==> src/rtl/mlp_pkg.sv <==
// Shared types, constants and helpers for the MLP datapath blocks.
// Words are signed-magnitude: bit N-1 is the sign, the rest the magnitude
// with F fraction bits.
package mlp_pkg;

    localparam int N         = 16;
    localparam int F         = 8;
    localparam int ACC_GUARD = 3;

    localparam logic [N-2:0] SM_MAX = '1;

    typedef logic [N-1:0] sm_t;
    typedef logic signed [2*N+ACC_GUARD-1:0] acc_t;

    typedef enum logic [1:0] {
        ST_ACC,
        ST_MUL_DRAIN,
        ST_ACC_DRAIN,
        ST_OUT
    } layer_state_e;

    // Bias arrives with F fraction bits; the accumulator works with 2*F, so
    // the magnitude is shifted up before the sign is applied. A negative
    // zero collapses to plain zero through the negation.
    function automatic logic signed [2*N-1:0] sm_to_tc(input sm_t v);
        logic signed [2*N-1:0] mag;
        mag = $signed({{(N+1){1'b0}}, v[N-2:0]} << F);
        if (v[N-1]) begin
            return -mag;
        end
        return mag;
    endfunction

endpackage

==> src/rtl/sm_mul_tc.sv <==
// Combinational signed-magnitude multiplier giving a two's-complement
// product with 2*F fraction bits. A zero magnitude always yields +0.
module sm_mul_tc
    import mlp_pkg::*;
(
    input  sm_t                      i_a,
    input  sm_t                      i_b,
    output logic signed [2*N-1:0]    o_p
);

    logic [2*N-3:0] w_mag;
    logic           w_neg;

    // Multiply magnitudes, then negate only for a non-zero opposite-sign result.
    always_comb begin
        w_mag = i_a[N-2:0] * i_b[N-2:0];
        w_neg = (i_a[N-1] ^ i_b[N-1]) && (w_mag != '0);
        o_p   = w_neg ? -$signed({2'b00, w_mag}) : $signed({2'b00, w_mag});
    end

endmodule

==> src/rtl/layer_mac.sv <==
// Fully-connected layer: one activation per beat is multiplied by each
// neuron's weight, accumulated on top of the bias, then rounded toward zero
// and saturated into a signed-magnitude output vector for the relu stage.
module layer_mac
    import mlp_pkg::*;
#(
    parameter int Size   = 3,
    parameter int MaxLen = 8
) (
    input  logic clk,
    input  logic rst_n,
    input  logic in_valid,
    output logic in_ready,
    input  logic in_last,
    input  sm_t  x,
    input  sm_t  w [0:Size-1],
    input  sm_t  b [0:Size-1],
    output logic out_valid,
    input  logic out_ready,
    output sm_t  c [0:Size-1]
);

    localparam int AccW = 2*N + $clog2(MaxLen);

    layer_state_e r_state;
    layer_state_e w_nextState;
    logic         w_beatAcc;
    logic         r_first;
    logic         r_pValid;

    assign w_beatAcc = in_valid && in_ready;

    // State register; reset abandons any partially accumulated vector.
    always_ff @(posedge clk) begin
        if (!rst_n) begin
            r_state <= ST_ACC;
        end else begin
            r_state <= w_nextState;
        end
    end

    // Next-state and handshake outputs; in_ready stays low while in reset.
    always_comb begin
        w_nextState = r_state;
        in_ready    = 1'b0;
        out_valid   = 1'b0;
        case (r_state)
            ST_ACC: begin
                in_ready = rst_n;
                if (in_valid && rst_n && in_last) begin
                    w_nextState = ST_MUL_DRAIN;
                end
            end
            ST_MUL_DRAIN: w_nextState = ST_ACC_DRAIN;
            ST_ACC_DRAIN: w_nextState = ST_OUT;
            ST_OUT: begin
                out_valid = 1'b1;
                if (out_ready) begin
                    w_nextState = ST_ACC;
                end
            end
            default: w_nextState = ST_ACC;
        endcase
    end

    // Tracks whether the next beat starts a vector and whether stage 1 holds a product.
    always_ff @(posedge clk) begin
        if (!rst_n) begin
            r_first  <= 1'b1;
            r_pValid <= 1'b0;
        end else begin
            r_pValid <= w_beatAcc;
            if (w_beatAcc) begin
                r_first <= in_last;
            end
        end
    end

    for (genvar i = 0; i < Size; i++) begin : g_neuron
        logic signed [2*N-1:0]  w_p;
        logic signed [2*N-1:0]  r_p;
        logic signed [2*N-1:0]  w_bias;
        logic signed [AccW-1:0] r_acc;
        logic        [AccW-1:0] w_accMag;
        logic        [AccW-1:0] w_magTrunc;
        logic                   w_accNeg;
        sm_t                    w_cNext;
        sm_t                    r_c;

        sm_mul_tc u_mul (
            .i_a (x),
            .i_b (w[i]),
            .o_p (w_p)
        );

        assign w_bias = sm_to_tc(b[i]);

        // Stage 1 captures the product; stage 2 loads the bias on a first beat
        // or folds the previous beat's product into the running sum.
        always_ff @(posedge clk) begin
            if (!rst_n) begin
                r_p   <= '0;
                r_acc <= '0;
            end else begin
                if (w_beatAcc) begin
                    r_p <= w_p;
                end
                if (w_beatAcc && r_first) begin
                    r_acc <= {{(AccW-2*N){w_bias[2*N-1]}}, w_bias};
                end else if (r_pValid) begin
                    r_acc <= r_acc + {{(AccW-2*N){r_p[2*N-1]}}, r_p};
                end
            end
        end

        // Truncate the magnitude toward zero, clamp to the largest word, never emit -0.
        always_comb begin
            w_accNeg   = r_acc[AccW-1];
            w_accMag   = w_accNeg ? unsigned'(-r_acc) : unsigned'(r_acc);
            w_magTrunc = w_accMag >> F;
            w_cNext    = '0;
            if (w_magTrunc > {{(AccW-N+1){1'b0}}, SM_MAX}) begin
                w_cNext = {w_accNeg, SM_MAX};
            end else if (w_magTrunc != '0) begin
                w_cNext = {w_accNeg, w_magTrunc[N-2:0]};
            end
        end

        // Output word is refreshed once per vector and held through backpressure.
        always_ff @(posedge clk) begin
            if (!rst_n) begin
                r_c <= '0;
            end else if (r_state == ST_ACC_DRAIN) begin
                r_c <= w_cNext;
            end
        end

        assign c[i] = r_c;
    end

endmodule

==> config.mk <==
export PLATFORM = sky130hd
export DESIGN_NAME = layer_mac
export DESIGN_NICKNAME = d
export VERILOG_FILES = /design/src/rtl/mlp_pkg.sv /design/src/rtl/sm_mul_tc.sv /design/src/rtl/layer_mac.sv
export SDC_FILE = /design/constraint.sdc
export NUM_CORES = 2
export LEC_CHECK = 0
export ABC_AREA = 1
export BUFFER_PORTS_ARGS = -buffer_cell sky130_fd_sc_hd__buf_4
export CAP_MARGIN = 40
export CORE_MARGIN = 3
export CORE_UTILIZATION = 58
export CTS_CLUSTER_DIAMETER = 30
export CTS_CLUSTER_SIZE = 30
export DETAILED_ROUTE_END_ITERATION = 6
export PLACE_DENSITY = 0.82
export REMOVE_ABC_BUFFERS = 1
export SYNTH_ARGS = -nofsm -noshare
export SYNTH_HDL_FRONTEND = slang
export SYNTH_SLANG_ARGS = --single-unit
==> constraint.sdc <==
create_clock -name clk -period 9.3 [get_ports clk]
set_input_delay 1.395 -clock clk [delete_from_list [all_inputs] [get_ports clk]]
set_output_delay 1.395 -clock clk [all_outputs]
set_load 0.02 [all_outputs]
==> results.txt <==
Clk buf depth -> 3
R2R Path Start -> r_state[0]
Root Driver -> clkbuf_16
CP top delay family -> adder cells
Post-synthesis sequential area ratio -> 10.31%
Hold WS -> 460.5 ps
Slew HR -> 39.72%
Minimum clock period -> 7621 ps
FMAX -> 131.2 MHz
Crit-path max cell delay -> 590 ps
Top cells by area, synth -> fa_1, nand2_1, inv_1
Layout Cells excl Fill -> 9070
Reg2Reg Depth -> 14
Dominant cell type by area after synthesis -> fa_1
Hold path endpoint -> g_neuron[0].r_p[30]
Filler cell count -> 8062
# DRC -> 0
Startpoint Class -> primary input
Slew Viols, Final -> 0
Vias/cell -> 5.434
Total GRT Usage -> 32.44%
Clk sinks -> 253
WP data arrival -> 8120 ps
First-pass detailed-route iteration total -> 6
Setup CP Type -> primary input to flop
Nets -> 8921
CP dominant cell by count -> nand2_1
Mean post-synth cell area -> 6.207 um^2
Die area -> 0.08824 mm^2
CP max stage cell -> fa_1
Wire per inst -> 15.81 um
CTS clk-pin slew, worst paths -> 70 ps
Placed wire-length estimate -> 113.9 mm
Setup-failing EPs final -> 0
Area grow syn2layout -> 6.642%
Setup Buffers After CTS -> 0
Worst setup EP type -> flop
Critical path fanouts, max -> 45
Worst-margin pin slew -> 903.0 ps
Layout cells sized above 1 -> 5.104%
H-tree level count -> 2
CP startpoint -> x[5]
Final wirelength -> 143.4 mm
Worst R2R End -> g_neuron[1].r_acc[21]
Post-synth top area share -> 20.54%
Initial cell density of the core -> 58.61%
CP required -> 9800 ps
Netlist cell types -> 54
Congestion Overflow GR -> 0
CP Buf/Inv Count -> 6
Number of port buffers -> 166
Final period util -> 81.95%
Number of synthesized flops with an enable pin -> 0
Hold Crit Depth -> 2
Die Span X -> 297.0 um
Placed Cells incl. Taps -> 8996
Outcome -> finished, final reports clean
Synthesis-stage register bit count -> 253
Worst Hold Class -> flop to flop
Final ANT Viol Nets -> 0
Initial DRC Count -> 3202
Core Rows -> 106
Ys flop type -> dfxtp_1
Vias in the first global route -> 50050
RSZ-0062 raised after global routing -> no
Clock Latency Late Sink -> 560 ps
Core Area -> 0.08382 mm^2
DIE HEIGHT -> 297.0 um
FFs w/ async S/R, synth -> 0%
IO Count -> 167
Fin. Hold Viols -> 0
Synth warnings -> 0
Hold Buf Count CTS -> 0
TNS Setup -> 0 ps
Register-to-register setup slack -> 5710 ps
Initial antenna violation count -> 1
CTS tree -> yes
Mapped Cells -> 7915
Max Cap Viol -> 0
GP Congestion -> 0.9881
Via count -> 49280
Syn Std Cell Area -> 0.04913 mm^2
Hold wc startpoint -> g_neuron[0].r_p[30]
Skew final -> 23.52 ps
Post-cts resize count -> 0
Largest net degree at the start of global routing -> 92
Post-route setup slack -> 1679 ps
First-pass GRT wire length -> 239.9 mm
Pre-CTS worst setup slack -> 1151 ps
Num CTS Buffers -> 42
[kinds of logic after synthesis]
group                    Yosys count  synth area share, %
AND/OR/NAND/NOR                 3893                32.75
buffers and inverters           1976                15.32
adder cells (fa/ha/maj)          898                30.57
AO/OA/AOI/OAI                    734                8.154
flip-flops                       253                10.31
XOR/XNOR                         157                2.814
multiplexers                       4              0.08150
[metal layers]
layer	vias to the layer above	global-route usage, %	share of wire (%)
li1	24030	-	-
met1	23110	39.85	41
met2	1721	57.95	49
met3	423	3.744	6.4
met4	0	12.96	4.1
met5	-	0	0
[layout make-up]
class | count | area, um^2 | share of cell area (%)
diodes | 1 | 2.502 | 0.004776
clock buffers | 45 | 1072 | 2.047
clock inverters | 28 | 320.3 | 0.6113
inverters | 1735 | 6513 | 12.43
multi-input cells | 5686 | 36560 | 69.79
flip-flops and latches | 253 | 5065 | 9.667
well taps | 1134 | 1419 | 2.708
repair buffers | 188 | 1439 | 2.746
[metrics by stage]
stage,utilization (%),cell area [um^2]
floorplan,-,48120
detailed placement,60.84,51000
CTS,62.50,52390
global placement,60.78,50950
global route,62.50,52390
finish,62.51,52390
[Yosys cell counts (3+ instances only)]
cell type	count
nor3b_1	3
inv_2	20
a21oi_1	318
o221ai_1	3
a221oi_1	16
a211oi_1	4
clkinv_1	6
nand4_1	115
nand3b_1	25
nor4_1	14
nand2_1	2513
nand3_1	460
nand2_2	28
fa_1	504
a21boi_0	18
nor3_1	58
a21o_1	13
buf_2	10
dfxtp_1	253
ha_1	394
a31oi_1	51
o21ai_0	267
or2_2	35
and2_1	3
xor2_1	121
o211ai_1	8
clkbuf_1	204
buf_4	4
nor2_4	9
o21bai_1	12
xnor2_1	35
buf_6	11
inv_1	1709
buf_1	12
nand3_2	7
o21ai_1	6
nor2_1	584
mux2i_1	4
o21a_1	9
nor2_2	31
[registers in the layout, summed over array words and instances (netlist names)]
| register | count |
|---|---|
| r_first | 1 |
| g_neuron.r_c | 48 |
| r_state | 2 |
| g_neuron.r_acc | 105 |
| g_neuron.r_p | 96 |
| r_pValid | 1 |
[cell usage in the layout, fill, tap and decap left out, types with 18 or more instances in the layout]
cell	synthesis	routed
o21ai_0	267	267
dfxtp_1	253	253
or2_2	35	35
xnor2_1	35	35
clkbuf_16	0	42
nor2_2	31	31
a31oi_1	51	51
nand2_1	2513	2512
nand2_2	28	28
nand3_1	460	460
nand3b_1	25	25
nor3_1	58	58
inv_2	20	22
nor2_1	584	582
buf_4	4	186
inv_1	1709	1707
a21boi_0	18	18
ha_1	394	393
fa_1	504	504
xor2_1	121	121
nand4_1	115	115
a21oi_1	318	318
[tightest hold or removal path: cells and delay by family (launching register included)]
kind / cells / cell delay [ps]
flip-flops: 1 / 320
AND/OR/NAND/NOR: 2 / 100
[worst max-delay path by stage]
stage | endpoint | slack (ps) | depth (start not counted)
6_report | g_neuron[0].r_p[6] | 1680 | 30
5_1_grt | g_neuron[0].r_p[10] | 1170 | 29
4_1_cts | g_neuron[0].r_p[10] | 1720 | 29
3_5_place_dp | g_neuron[0].r_p[10] | 1150 | 29
3_3_place_gp | g_neuron[2].r_p[17] | 1240 | 30
2_1_floorplan | g_neuron[1].r_acc[30] | 1500 | 9
Power is not shown: default switching activity piles up to over one toggle a cycle in this logic, so the estimate is an artifact.
